--- src/rtl/modulation_sampler.sv ---
// -----------------------------------------------------------------------------
// modulation_sampler
//
// Read side of the modulation memory. A sample index is stepped through the
// modulation BRAM at a programmable rate (FREQ_DIV timer ticks per sample) and
// driven out as the memory read address. The data returned after RD_LAT cycles
// is captured into M, tagged with the index it came from (IDX), and announced
// with a one-cycle M_VALID strobe for the downstream duty/pulse-width stage.
//
// Ports:
//   CLK       system clock (single domain)
//   RST_N     synchronous active-low reset, sampled on rising CLK
//   START     level: 1 = run sampling, 0 = hold in IDLE
//   TICK      one-cycle base-rate pulse from the system timer
//   CYCLE     last valid sample index (period = CYCLE+1 samples)
//   FREQ_DIV  TICKs per sample; 0 behaves as 1
//   ADDR      read address to modulation memory
//   M_IN      read data from modulation memory
//   M         captured modulation sample
//   M_VALID   one-cycle pulse when M updates
//   IDX       index whose data currently sits in M
// -----------------------------------------------------------------------------
module modulation_sampler #(
  parameter int ADDR_W = 16,
  parameter int DATA_W = 8,
  parameter int RD_LAT = 2
) (
  input  logic              CLK,
  input  logic              RST_N,
  input  logic              START,
  input  logic              TICK,
  input  logic [ADDR_W-1:0] CYCLE,
  input  logic [15:0]       FREQ_DIV,
  output logic [ADDR_W-1:0] ADDR,
  input  logic [DATA_W-1:0] M_IN,
  output logic [DATA_W-1:0] M,
  output logic              M_VALID,
  output logic [ADDR_W-1:0] IDX
);

  typedef enum logic [1:0] {
    ST_IDLE  = 2'd0,
    ST_PRIME = 2'd1,
    ST_RUN   = 2'd2
  } state_e;

  state_e              state_q, state_d;
  logic [ADDR_W-1:0]   addr_q, addr_d;         // current sample index == ADDR
  logic [15:0]         cnt_q, cnt_d;           // tick counter within a sample
  logic [ADDR_W-1:0]   sh_cycle_q, sh_cycle_d; // shadow CYCLE, reloaded at wrap
  logic [15:0]         sh_fdiv_q, sh_fdiv_d;   // shadow FREQ_DIV, reloaded at wrap

  // Read pipeline: one {valid, idx} entry per cycle of BRAM latency
  logic [RD_LAT-1:0]   pipe_vld_q, pipe_vld_d;
  logic [ADDR_W-1:0]   pipe_idx_q [RD_LAT];
  logic [ADDR_W-1:0]   pipe_idx_d [RD_LAT];

  logic [DATA_W-1:0]   m_q, m_d;
  logic                m_valid_q, m_valid_d;
  logic [ADDR_W-1:0]   idx_q, idx_d;

  logic [15:0]         fdiv_last_s;  // terminal count of the tick counter
  logic                launch_s;     // a read is issued with addr_d this cycle
  logic                flush_s;      // leaving RUN: drop everything in flight
  logic                capture_s;    // oldest pipeline entry lands in M

  // Terminal tick count; FREQ_DIV of 0 and 1 both give one TICK per sample
  always_comb begin
    if (sh_fdiv_q == 16'd0) begin
      fdiv_last_s = 16'd0;
    end else begin
      fdiv_last_s = sh_fdiv_q - 16'd1;
    end
  end

  // Sequencer: next state, index/address stepping and read launch
  always_comb begin
    state_d    = state_q;
    addr_d     = addr_q;
    cnt_d      = cnt_q;
    sh_cycle_d = sh_cycle_q;
    sh_fdiv_d  = sh_fdiv_q;
    launch_s   = 1'b0;
    flush_s    = 1'b0;

    case (state_q)
      ST_IDLE: begin
        if (START) begin
          state_d = ST_PRIME;
        end else begin
          state_d = ST_IDLE;
        end
      end

      ST_PRIME: begin
        // Snapshot the programming and issue the read for index 0
        state_d    = ST_RUN;
        sh_cycle_d = CYCLE;
        sh_fdiv_d  = FREQ_DIV;
        addr_d     = {ADDR_W{1'b0}};
        cnt_d      = 16'd0;
        launch_s   = 1'b1;
      end

      ST_RUN: begin
        if (!START) begin
          state_d = ST_IDLE;
          flush_s = 1'b1;
        end else if (TICK) begin
          if (cnt_q == fdiv_last_s) begin
            cnt_d    = 16'd0;
            launch_s = 1'b1;
            if (addr_q == sh_cycle_q) begin
              // Period wrap is the only point where new programming is taken
              addr_d     = {ADDR_W{1'b0}};
              sh_cycle_d = CYCLE;
              sh_fdiv_d  = FREQ_DIV;
            end else begin
              addr_d = addr_q + ADDR_W'(1);
            end
          end else begin
            cnt_d = cnt_q + 16'd1;
          end
        end else begin
          cnt_d = cnt_q;
        end
      end

      default: begin
        state_d = ST_IDLE;
        flush_s = 1'b1;
      end
    endcase
  end

  // Read pipeline shift; a flush kills every in-flight read
  always_comb begin
    pipe_vld_d[0] = launch_s;
    pipe_idx_d[0] = addr_d;
    for (int i = 1; i < RD_LAT; i++) begin
      pipe_vld_d[i] = pipe_vld_q[i-1];
      pipe_idx_d[i] = pipe_idx_q[i-1];
    end
    if (flush_s) begin
      pipe_vld_d = {RD_LAT{1'b0}};
    end else begin
      pipe_vld_d = pipe_vld_d;
    end
  end

  // Output capture: the oldest pipeline entry meets its data on M_IN now
  always_comb begin
    capture_s = pipe_vld_q[RD_LAT-1] & ~flush_s;
    m_valid_d = capture_s;
    if (capture_s) begin
      m_d   = M_IN;
      idx_d = pipe_idx_q[RD_LAT-1];
    end else begin
      m_d   = m_q;
      idx_d = idx_q;
    end
  end

  // State and datapath registers with synchronous active-low reset
  always_ff @(posedge CLK) begin
    if (!RST_N) begin
      state_q    <= ST_IDLE;
      addr_q     <= {ADDR_W{1'b0}};
      cnt_q      <= 16'd0;
      sh_cycle_q <= {ADDR_W{1'b0}};
      sh_fdiv_q  <= 16'd0;
      pipe_vld_q <= {RD_LAT{1'b0}};
      for (int i = 0; i < RD_LAT; i++) begin
        pipe_idx_q[i] <= {ADDR_W{1'b0}};
      end
      m_q        <= {DATA_W{1'b0}};
      m_valid_q  <= 1'b0;
      idx_q      <= {ADDR_W{1'b0}};
    end else begin
      state_q    <= state_d;
      addr_q     <= addr_d;
      cnt_q      <= cnt_d;
      sh_cycle_q <= sh_cycle_d;
      sh_fdiv_q  <= sh_fdiv_d;
      pipe_vld_q <= pipe_vld_d;
      for (int i = 0; i < RD_LAT; i++) begin
        pipe_idx_q[i] <= pipe_idx_d[i];
      end
      m_q        <= m_d;
      m_valid_q  <= m_valid_d;
      idx_q      <= idx_d;
    end
  end

  assign ADDR    = addr_q;
  assign M       = m_q;
  assign M_VALID = m_valid_q;
  assign IDX     = idx_q;

endmodule
--- config.mk ---
export PLATFORM = sky130hd
export DESIGN_NAME = modulation_sampler
export DESIGN_NICKNAME = d
export VERILOG_FILES = /design/src/rtl/modulation_sampler.sv
export SDC_FILE = /design/constraint.sdc
export NUM_CORES = 1
export LEC_CHECK = 0
export CAP_MARGIN = 20
export CORE_MARGIN = 2
export CORE_UTILIZATION = 54
export DETAILED_ROUTE_END_ITERATION = 7
export PLACE_DENSITY = 0.8
export SYNTH_ARGS = -nofsm -noshare
export SYNTH_HDL_FRONTEND = slang
export SYNTH_SLANG_ARGS = --single-unit
--- constraint.sdc ---
create_clock -name CLK -period 4.5 [get_ports CLK]
set_input_delay 1.125 -clock CLK [delete_from_list [all_inputs] [get_ports CLK]]
set_output_delay 1.125 -clock CLK [all_outputs]
set_load 0.03 [all_outputs]
==> flow_summary.ini, run 1 <==
[routing]
viasPerCell = 5.69
wire_per_inst_um = 15.2
ant_nets = 0
remaining_drc_errors = 0
dr.first_iter.drc_count = 420
firstDrtPassIters = 6
wirelength_um = 13100
num_vias = 4901

[logic_synthesis]
synthCells = 662
yosysWarnings = 0
synth-seq-area-share_pct = 39.6
synth_seq_cells = 109
ys_types = 61
synthFlopType = dfxtp_1
syn_area_um2 = 5510
synth_edf_count = 0
async_reset_ff_share_pct = 0
avgSynthCellArea_um2 = 8.33
syn-num-nets = 712

[sta]
setup_ws_ns = 0.692
setup_viol = 0
rsz0062_at_grt = false
slew_violations = 0
fin_crit_sh_pct = 84.6
period_needed_ns = 3.81
fmax_ghz = 0.263
hold_viol = 0
tightest_slew_ns = 0.807
final.setup.tns_ns = 0
clock_skew_ns = 0.00902
relSlewSlack_pct = 46.2

[floorplan]
rows = 36
die_w_um = 105
start_util_pct = 55.9
die_h_um = 105
core_area_um2 = 9860
die_area_um2 = 11000
pin_count = 85

[global_routing]
met1_usage_pct = 34.7
grt-ovfl-total = 0
antenna_found_initial = 0
grt_use_met3_pct = 4.93
grt_pass1_vias = 4513
grt_use_total_pct = 24.6
top_usage_layer = met2
grt_pass1_wl_um = 22300
grt_max_degree = 89
met2_usage_pct = 37.7

[worst_setup_path]
crit_start = sh_fdiv_q[0]$_SDFFE_PN0P_
path_cells = inv_1 > ha_1 > or4b_1 > nor4_1 > mux2i_1 > xnor2_1 > nor4_1 > nand3_2 > nand2b_1 > o41ai_1
worstPathRequired_ns = 4.79
worst-path-buf-inv = 1
arrival_ns = 4.10
start_kind = flip-flop
crit_fanout = 14
worstSetupPathType = reg -> reg
max_stage_delay_ns = 0.55
timing.rr.start = sh_fdiv_q[0]$_SDFFE_PN0P_
critPathSlowestCell = or4b_1
cp_top_family = simple AND/OR/NAND/NOR gates
endpoint_kind = flip-flop
path_common_cell = nor4_1

[power]
vdd_drop_max_v = 0.000206
cellPowerDensity_nw_per_um2 = 296
power_leakage_uw = 0.00247
finalPower_uw = 1960

[layout]
final_common_cell = nand2_1
final_cell_mix = nand2_1 (137), dfxtp_1 (109), clkdlybuf4s50_1 (83)
n_antenna_cell = 0
area_delta_synth_final_pct = 20.3
nFillCells = 822
final_area_um2 = 6630
fin_nets = 774
drive_above_1_share_pct = 4.80
final_core_util_pct = 67.2

[clocking]
htreeDepth = 3
cts_made_buffers = 9
cts.clk_slew.worst_paths_ns = 0.11
clock-root-buffer = clkbuf_8
cts_buffer_depth = 2
postCtsSetupBuffers = 0
cts-resized-gates = 0
hold_buffers = 0
cts_tree = built
clock_latency_ns = 0.39
cts_sinks = 109

[place]
dp_slack_ns = 0.806
place_hpwl_um = 9430
routabilityCongestion = 0.935
placed_cell_area_um2 = 6430
numPortBuffers = 84

[run_status]
status = completed

[worst_hold_path]
hp-class = reg -> reg
min_from = pipe_idx_q[1][3]$_SDFF_PN0_

[job]
maxCapViolCount = 0
sequential cells by signal (all words and copies together) (netlist names):
register / count
cnt_q: 16
M_VALID: 1
pipe_vld_q: 2
IDX: 16
sh_cycle_q: 16
M: 8
state_q: 2
pipe_idx_q: 32
sh_fdiv_q: 16
path summary, 6_finish.rpt:
path	to	slack, ns	cells after the start
setup reg to reg	pipe_idx_q[0][9]$_SDFFE_PN0P_	0.69	10
hold reg to reg	IDX[3]$_SDFFE_PN0P_	0.45	2
hold / removal	IDX[3]$_SDFFE_PN0P_	0.45	2
setup / recovery	pipe_idx_q[0][9]$_SDFFE_PN0P_	0.69	10
stage by stage:
step / instances / hold WS [ns]
finish: 862 / 0.454
global route: 862 / 0.482
CTS: 862 / 0.458
detailed placement: 846 / 0.441
global placement: 846 / 0.434
floorplan: 662 / 0.426
cell usage after synthesis, types with 3 or more instances:
cell type / instances / area, um^2
o22ai_1: 6 / 37.5
nand4_1: 8 / 50.1
nand2_1: 137 / 514
nand2b_1: 9 / 56.3
o21ai_0: 13 / 65.1
nor2b_1: 4 / 25.0
and2_1: 21 / 131
nor4_1: 13 / 81.3
or4b_1: 3 / 30.0
ha_1: 6 / 75.1
a21oi_1: 7 / 35.0
a31oi_1: 21 / 131
xnor2_1: 12 / 105
dfxtp_1: 109 / 2180
clkbuf_1: 34 / 128
nor4b_1: 3 / 26.3
nor2_1: 29 / 109
or4_1: 6 / 45.0
buf_4: 3 / 22.5
xor2_1: 20 / 175
nand3_1: 13 / 65.1
a21boi_0: 26 / 195
or3_1: 8 / 50.1
buf_2: 3 / 15.0
inv_1: 20 / 75.1
mux2i_1: 35 / 350
nor3_1: 11 / 55.1
nand3b_1: 3 / 22.5
and3_1: 20 / 125
o211ai_1: 14 / 105
o31ai_1: 3 / 22.5
layer usage:
layer	vias up	part of all wire, %
li1	2458	-
met4	0	1.6
met2	162	45
met5	-	0
met3	15	5.6
met1	2266	48
cell type report:
| type | instances | area (um^2) | share of cell area (%) |
|---|---|---|---|
| clock buffers | 9 | 124 | 1.87 |
| clock inverters | 7 | 80.1 | 1.21 |
| flip-flops and latches | 109 | 2180 | 32.9 |
| well taps | 133 | 166 | 2.51 |
| multi-input cells | 492 | 3090 | 46.7 |
| inverters | 20 | 75.1 | 1.13 |
| repair buffers | 92 | 908 | 13.7 |
logic make-up (layout without fill, tap and decap cells):
kind of cell    after synthesis  after routing  share of synthesized area, %
simple gates                301            301                          27.7
compound gates              116            116                          14.9
flops                       109            109                          39.6
buf+inv                      61            128                          4.43
mux                          36             36                          6.56
xor+xnor                     33             33                          5.49
fa+ha+maj                     6              6                          1.36
worst reg2reg max path, cell delays in order (launching register included):
cell      delay, ns
dfxtp_1        0.40
inv_1          0.12
ha_1           0.32
or4b_1         0.55
nor4_1         0.28
mux2i_1        0.28
xnor2_1        0.09
nor4_1         0.47
nand3_2        0.36
nand2b_1       0.50
o41ai_1        0.35
power breakdown:
group / switching [uW] / leakage, uW / internal, uW
combinational: 196 / 0.00148 / 169
sequential: 23.1 / 0.000881 / 982
clock: 374 / 0.000102 / 219
(Power assumes the default switching activity.)
==> inputs of run 2 (changes only) <==
- CORE_UTILIZATION: 54 -> 49
- PLACE_DENSITY: 0.8 -> 0.77
- clock period: 4.5 -> 3.1 ns (I/O delays scaled with it)
==> flow_summary.ini, run 2 (synthesized netlist as in run 1, its figures left out) <==
[clocking]
htreeDepth = 3
cts.clk_slew.worst_paths_ns = 0.11
cts_made_buffers = 9
clock_latency_ns = 0.38
hold_buffers = 0
clock-root-buffer = clkbuf_8
cts_sinks = 109
cts_tree = built
cts_buffer_depth = 2

[sta]
tightest_slew_ns = 0.740
rsz0062_at_grt = true
slew_violations = 0
final.setup.tns_ns = -0.292
fin_crit_sh_pct = 101
relSlewSlack_pct = 50.5
fmax_ghz = 0.319
hold_viol = 0
clock_skew_ns = 0.00927
setup_ws_ns = -0.0371
setup_viol = 20
period_needed_ns = 3.14

[layout]
drive_above_1_share_pct = 12.5
top_register = pipe_idx_q
final_cell_mix = nand2_1 (137), dfxtp_1 (105), clkdlybuf4s50_1 (83)
area_delta_synth_final_pct = 30.0
n_antenna_cell = 0
final_common_cell = nand2_1
largest_register_ffs = 32
fin_nets = 813

[routing]
remaining_drc_errors = 0
ant_nets = 0
viasPerCell = 5.79
num_vias = 5255
wire_per_inst_um = 16.0
dr.first_iter.drc_count = 391
wirelength_um = 14600
firstDrtPassIters = 5

[global_routing]
top_usage_layer = met2
grt-ovfl-total = 0
grt_use_total_pct = 23.6
met1_usage_pct = 31.8
antenna_found_initial = 0
grt_pass1_vias = 4759
grt_use_met3_pct = 3.17
met2_usage_pct = 38.2
grt_max_degree = 71
grt_pass1_wl_um = 22600

[worst_hold_path]
hp-class = reg -> reg

[worst_setup_path]
endpoint_kind = flip-flop
crit_fanout = 7
arrival_ns = 3.46
start_kind = flip-flop
worstSetupPathType = reg -> reg
worstPathRequired_ns = 3.42

[floorplan]
start_util_pct = 50.6
pin_count = 85
die_area_um2 = 12100
rows = 38
core_area_um2 = 10900
die_h_um = 110
die_w_um = 110

[place]
place_hpwl_um = 10200
numPortBuffers = 84
dp_slack_ns = -0.162
routabilityCongestion = 0.902

[run_status]
violations = negative setup slack
status = finished with violations

[power]
power_leakage_uw = 0.00273
cellPowerDensity_nw_per_um2 = 419
vdd_drop_max_v = 0.000232
finalPower_uw = 3000

[job]
maxCapViolCount = 0
run 2: cell count changes in the layout (fill, tap and decap cells not counted), sizes merged:
cell | previous run | this run
buf | 9 | 44
clkdlybuf4s15 | 0 | 1
clkbuf | 9 | 13
clkinv | 5 | 1
clkinvlp | 0 | 1
inv | 22 | 24
run 2: final cells by class:
| cell class | instances | area (um^2) |
|---|---|---|
| multi-input cells | 492 | 3230 |
| flip-flops and latches | 109 | 2190 |
| well taps | 140 | 175 |
| repair buffers | 131 | 1300 |
| fillers | 892 | 3720 |
| clock buffers | 10 | 128 |
| clock inverters | 6 | 61.3 |
| inverters | 20 | 77.6 |
run 2: worst max-delay path: stages (launching register included):
cell and delay [ns]:
dfxtp_2 0.35, buf_4 0.16, o31a_1 0.33, or2_4 0.26, or3_1 0.38, a311o_1 0.40, nor4b_4 0.29, buf_4 0.16
nand3_4 0.08, o21ai_4 0.16, buf_12 0.16, clkbuf_16 0.16, mux2i_1 0.18
run 2: metal layers:
| metal | part of all wire [%] | vias up |
|---|---|---|
| li1 | - | 2542 |
| met1 | 44 | 2457 |
| met2 | 48 | 222 |
| met3 | 6.1 | 34 |
| met4 | 2.0 | 0 |
| met5 | 0 | - |
run 2: final timing paths:
path	start	endpoint	slack, ns	depth (start not counted)
worst max-delay path	sh_fdiv_q[0]$_SDFFE_PN0P_	sh_cycle_q[12]$_SDFFE_PN0P_	-0.04	12
worst min-delay path	pipe_idx_q[1][7]$_SDFF_PN0_	IDX[7]$_SDFFE_PN0P_	0.45	2
worst max register to register	sh_fdiv_q[0]$_SDFFE_PN0P_	sh_cycle_q[12]$_SDFFE_PN0P_	-0.04	12
worst min register to register	pipe_idx_q[1][7]$_SDFF_PN0_	IDX[7]$_SDFFE_PN0P_	0.45	2
run 2: timing repair:
item,CTS,global route
resized for setup,4,28
endpoints found under the setup margin,56,65
pin swaps,2,5
buffers inserted,0,8
gates cloned,0,5
run 2: report_power, final:
group,total [uW],switching (uW),internal (uW),leakage [uW]
registers,1450,27.6,1430,0.000883
logic,696,349,347,0.00175
clock network,854,540,314,0.0000926
total,3000,917,2090,0.00273
run 2: metrics by stage:
stage          std cells  area [um^2]  hold WS, ns  utilization [%]
6_report             908         7170        0.452             65.8
5_1_grt              908         7170        0.468             65.8
4_1_cts              895         6880        0.457             63.2
3_5_place_dp         879         6670        0.440             61.2
3_3_place_gp         879         6670        0.433             61.2
2_1_floorplan        662         5580        0.426                -
==> inputs of run 3 (changes only) <==
- SKIP_LAST_GASP: unset -> 1
==> flow_summary.ini, run 3 (synthesized netlist as in run 1, its figures left out) <==
[power]
p_comb_share_pct = 23.2
p_switching_uw = 921
clkPwrFrac_pct = 28.5
intPower_uw = 2090
power_leakage_uw = 0.00272
swShare_pct = 30.6
vdd_drop_max_v = 0.000234
seqPwrFrac_pct = 48.3
cellPowerDensity_nw_per_um2 = 420

[clocking]
cts.clk_slew.worst_paths_ns = 0.11
clock-root-buffer = clkbuf_8
cts_buffer_depth = 2
cts_sinks = 109
cts_made_buffers = 9
htreeDepth = 3
hold_buffers = 0
cts_tree = built
clock_latency_ns = 0.39

[place]
place_hpwl_um = 10200
dp_slack_ns = -0.162
dp.cells = 879
routabilityCongestion = 0.902
numPortBuffers = 84

[worst_setup_path]
worst-path-buf-inv = 4
worstSetupPathType = reg -> reg
worstPathRequired_ns = 3.42
arrival_ns = 3.44
start_kind = flip-flop
crit_fanout = 7
path_cells = buf_4 > o31a_1 > or2_4 > or3_1 > a311o_1 > nor4b_4 > buf_4 > nand3_4 > o21ai_4 > buf_12 > clkbuf_16 > mux2i_1
max_stage_delay_ns = 0.39
endpoint_kind = flip-flop
critPathSlowestCell = a311o_1
cp_top_family = simple AND/OR/NAND/NOR gates
path_common_cell = buf_4

[floorplan]
core_area_um2 = 10900
start_util_pct = 50.6
die_area_um2 = 12100
pin_count = 85
die_w_um = 110
die_h_um = 110
rows = 38

[routing]
num_vias = 5202
viasPerCell = 5.73
wirelength_um = 14600
wire_per_inst_um = 16.1
remaining_drc_errors = 0
firstDrtPassIters = 5
ant_nets = 0
dr.first_iter.drc_count = 335

[layout]
final_core_util_pct = 65.7
layout.cells.non_filler = 908
largest_register_ffs = 32
fin_nets = 813
area_delta_synth_final_pct = 29.8
n_antenna_cell = 0
final_common_cell = nand2_1
top_register = pipe_idx_q
final_cell_mix = nand2_1 (137), dfxtp_1 (105), clkdlybuf4s50_1 (83)
drive_above_1_share_pct = 12.2

[global_routing]
grt_pass1_vias = 4759
antenna_found_initial = 0
grt-ovfl-total = 0
grt_pass1_wl_um = 22600
grt_use_total_pct = 23.6
grt_max_degree = 71

[job]
maxCapViolCount = 0

[run_status]
violations = negative setup slack
status = finished with violations

[sta]
setup_viol = 4
whs_ns = 0.453
period_needed_ns = 3.12
final.setup.tns_ns = -0.0365
clock_skew_ns = 0.00984
slew_violations = 0
fmax_ghz = 0.321
setup_ws_ns = -0.0176
hold_viol = 0
rsz0062_at_grt = true
tightest_slew_ns = 0.740
relSlewSlack_pct = 50.5
fin_crit_sh_pct = 101

[worst_hold_path]
hp-class = reg -> reg
==> run 3: metal layers <==
metal  wire (um)  GRT usage, %  vias up  part of all wire [%]
li1            -             -     2543                     -
met1        6460          31.8     2418                    44
met2        6930          38.2      209                    47
met3         880          3.17       32                   6.0
met4         348          9.58        0                   2.4
met5           0             0        -                     0
==> run 3: path summary, 6_finish.rpt <==
check        depth (start not counted)                          end  slack (ns)                    startpoint
max                                 12  sh_cycle_q[12]$_SDFFE_PN0P_       -0.02     sh_fdiv_q[0]$_SDFFE_PN0P_
min                                  2         IDX[13]$_SDFFE_PN0P_        0.45  pipe_idx_q[1][13]$_SDFF_PN0_
max reg2reg                         12  sh_cycle_q[12]$_SDFFE_PN0P_       -0.02     sh_fdiv_q[0]$_SDFFE_PN0P_
min reg2reg                          2         IDX[13]$_SDFFE_PN0P_        0.45  pipe_idx_q[1][13]$_SDFF_PN0_
==> run 3: power by group through the flow <==
stage          Combinational (uW)  Sequential, uW  Clock (uW)
2_1_floorplan                 391            1470           0
3_3_place_gp                  580            1480           0
3_5_place_dp                  597            1480           0
4_1_cts                       614            1450         863
5_1_grt                       752            1460         918
6_report                      697            1450         857
==> run 3: worst register-to-register path, cell delays in order (launching register included) <==
cell	delay, ns
dfxtp_2	0.35
buf_4	0.16
o31a_1	0.33
or2_4	0.26
or3_1	0.38
a311o_1	0.39
nor4b_4	0.28
buf_4	0.16
nand3_4	0.08
o21ai_4	0.16
buf_12	0.16
clkbuf_16	0.16
mux2i_1	0.19
==> run 3: per-stage QoR <==
step	total power (uW)	instance area, um^2
after floorplan	1870	5580
after global placement	2060	6670
after detailed placement	2080	6670
after CTS	2930	6880
after global routing	3130	7150
final	3010	7150
==> run 3: layout make-up <==
cell class	count	area, um^2
clock buffers	10	128
fillers	896	3730
repair buffers	131	1300
well taps	140	175
clock inverters	6	61.3
flip-flops and latches	109	2190
multi-input cells	492	3220
inverters	20	77.6
==> run 3: what timing repair did <==
action	in CTS	in global routing
endpoints found under the hold margin	0	0
setup buffers	0	8
pin swaps	2	4
setup endpoints to repair	56	65
gates cloned	0	5
resized for setup	4	24
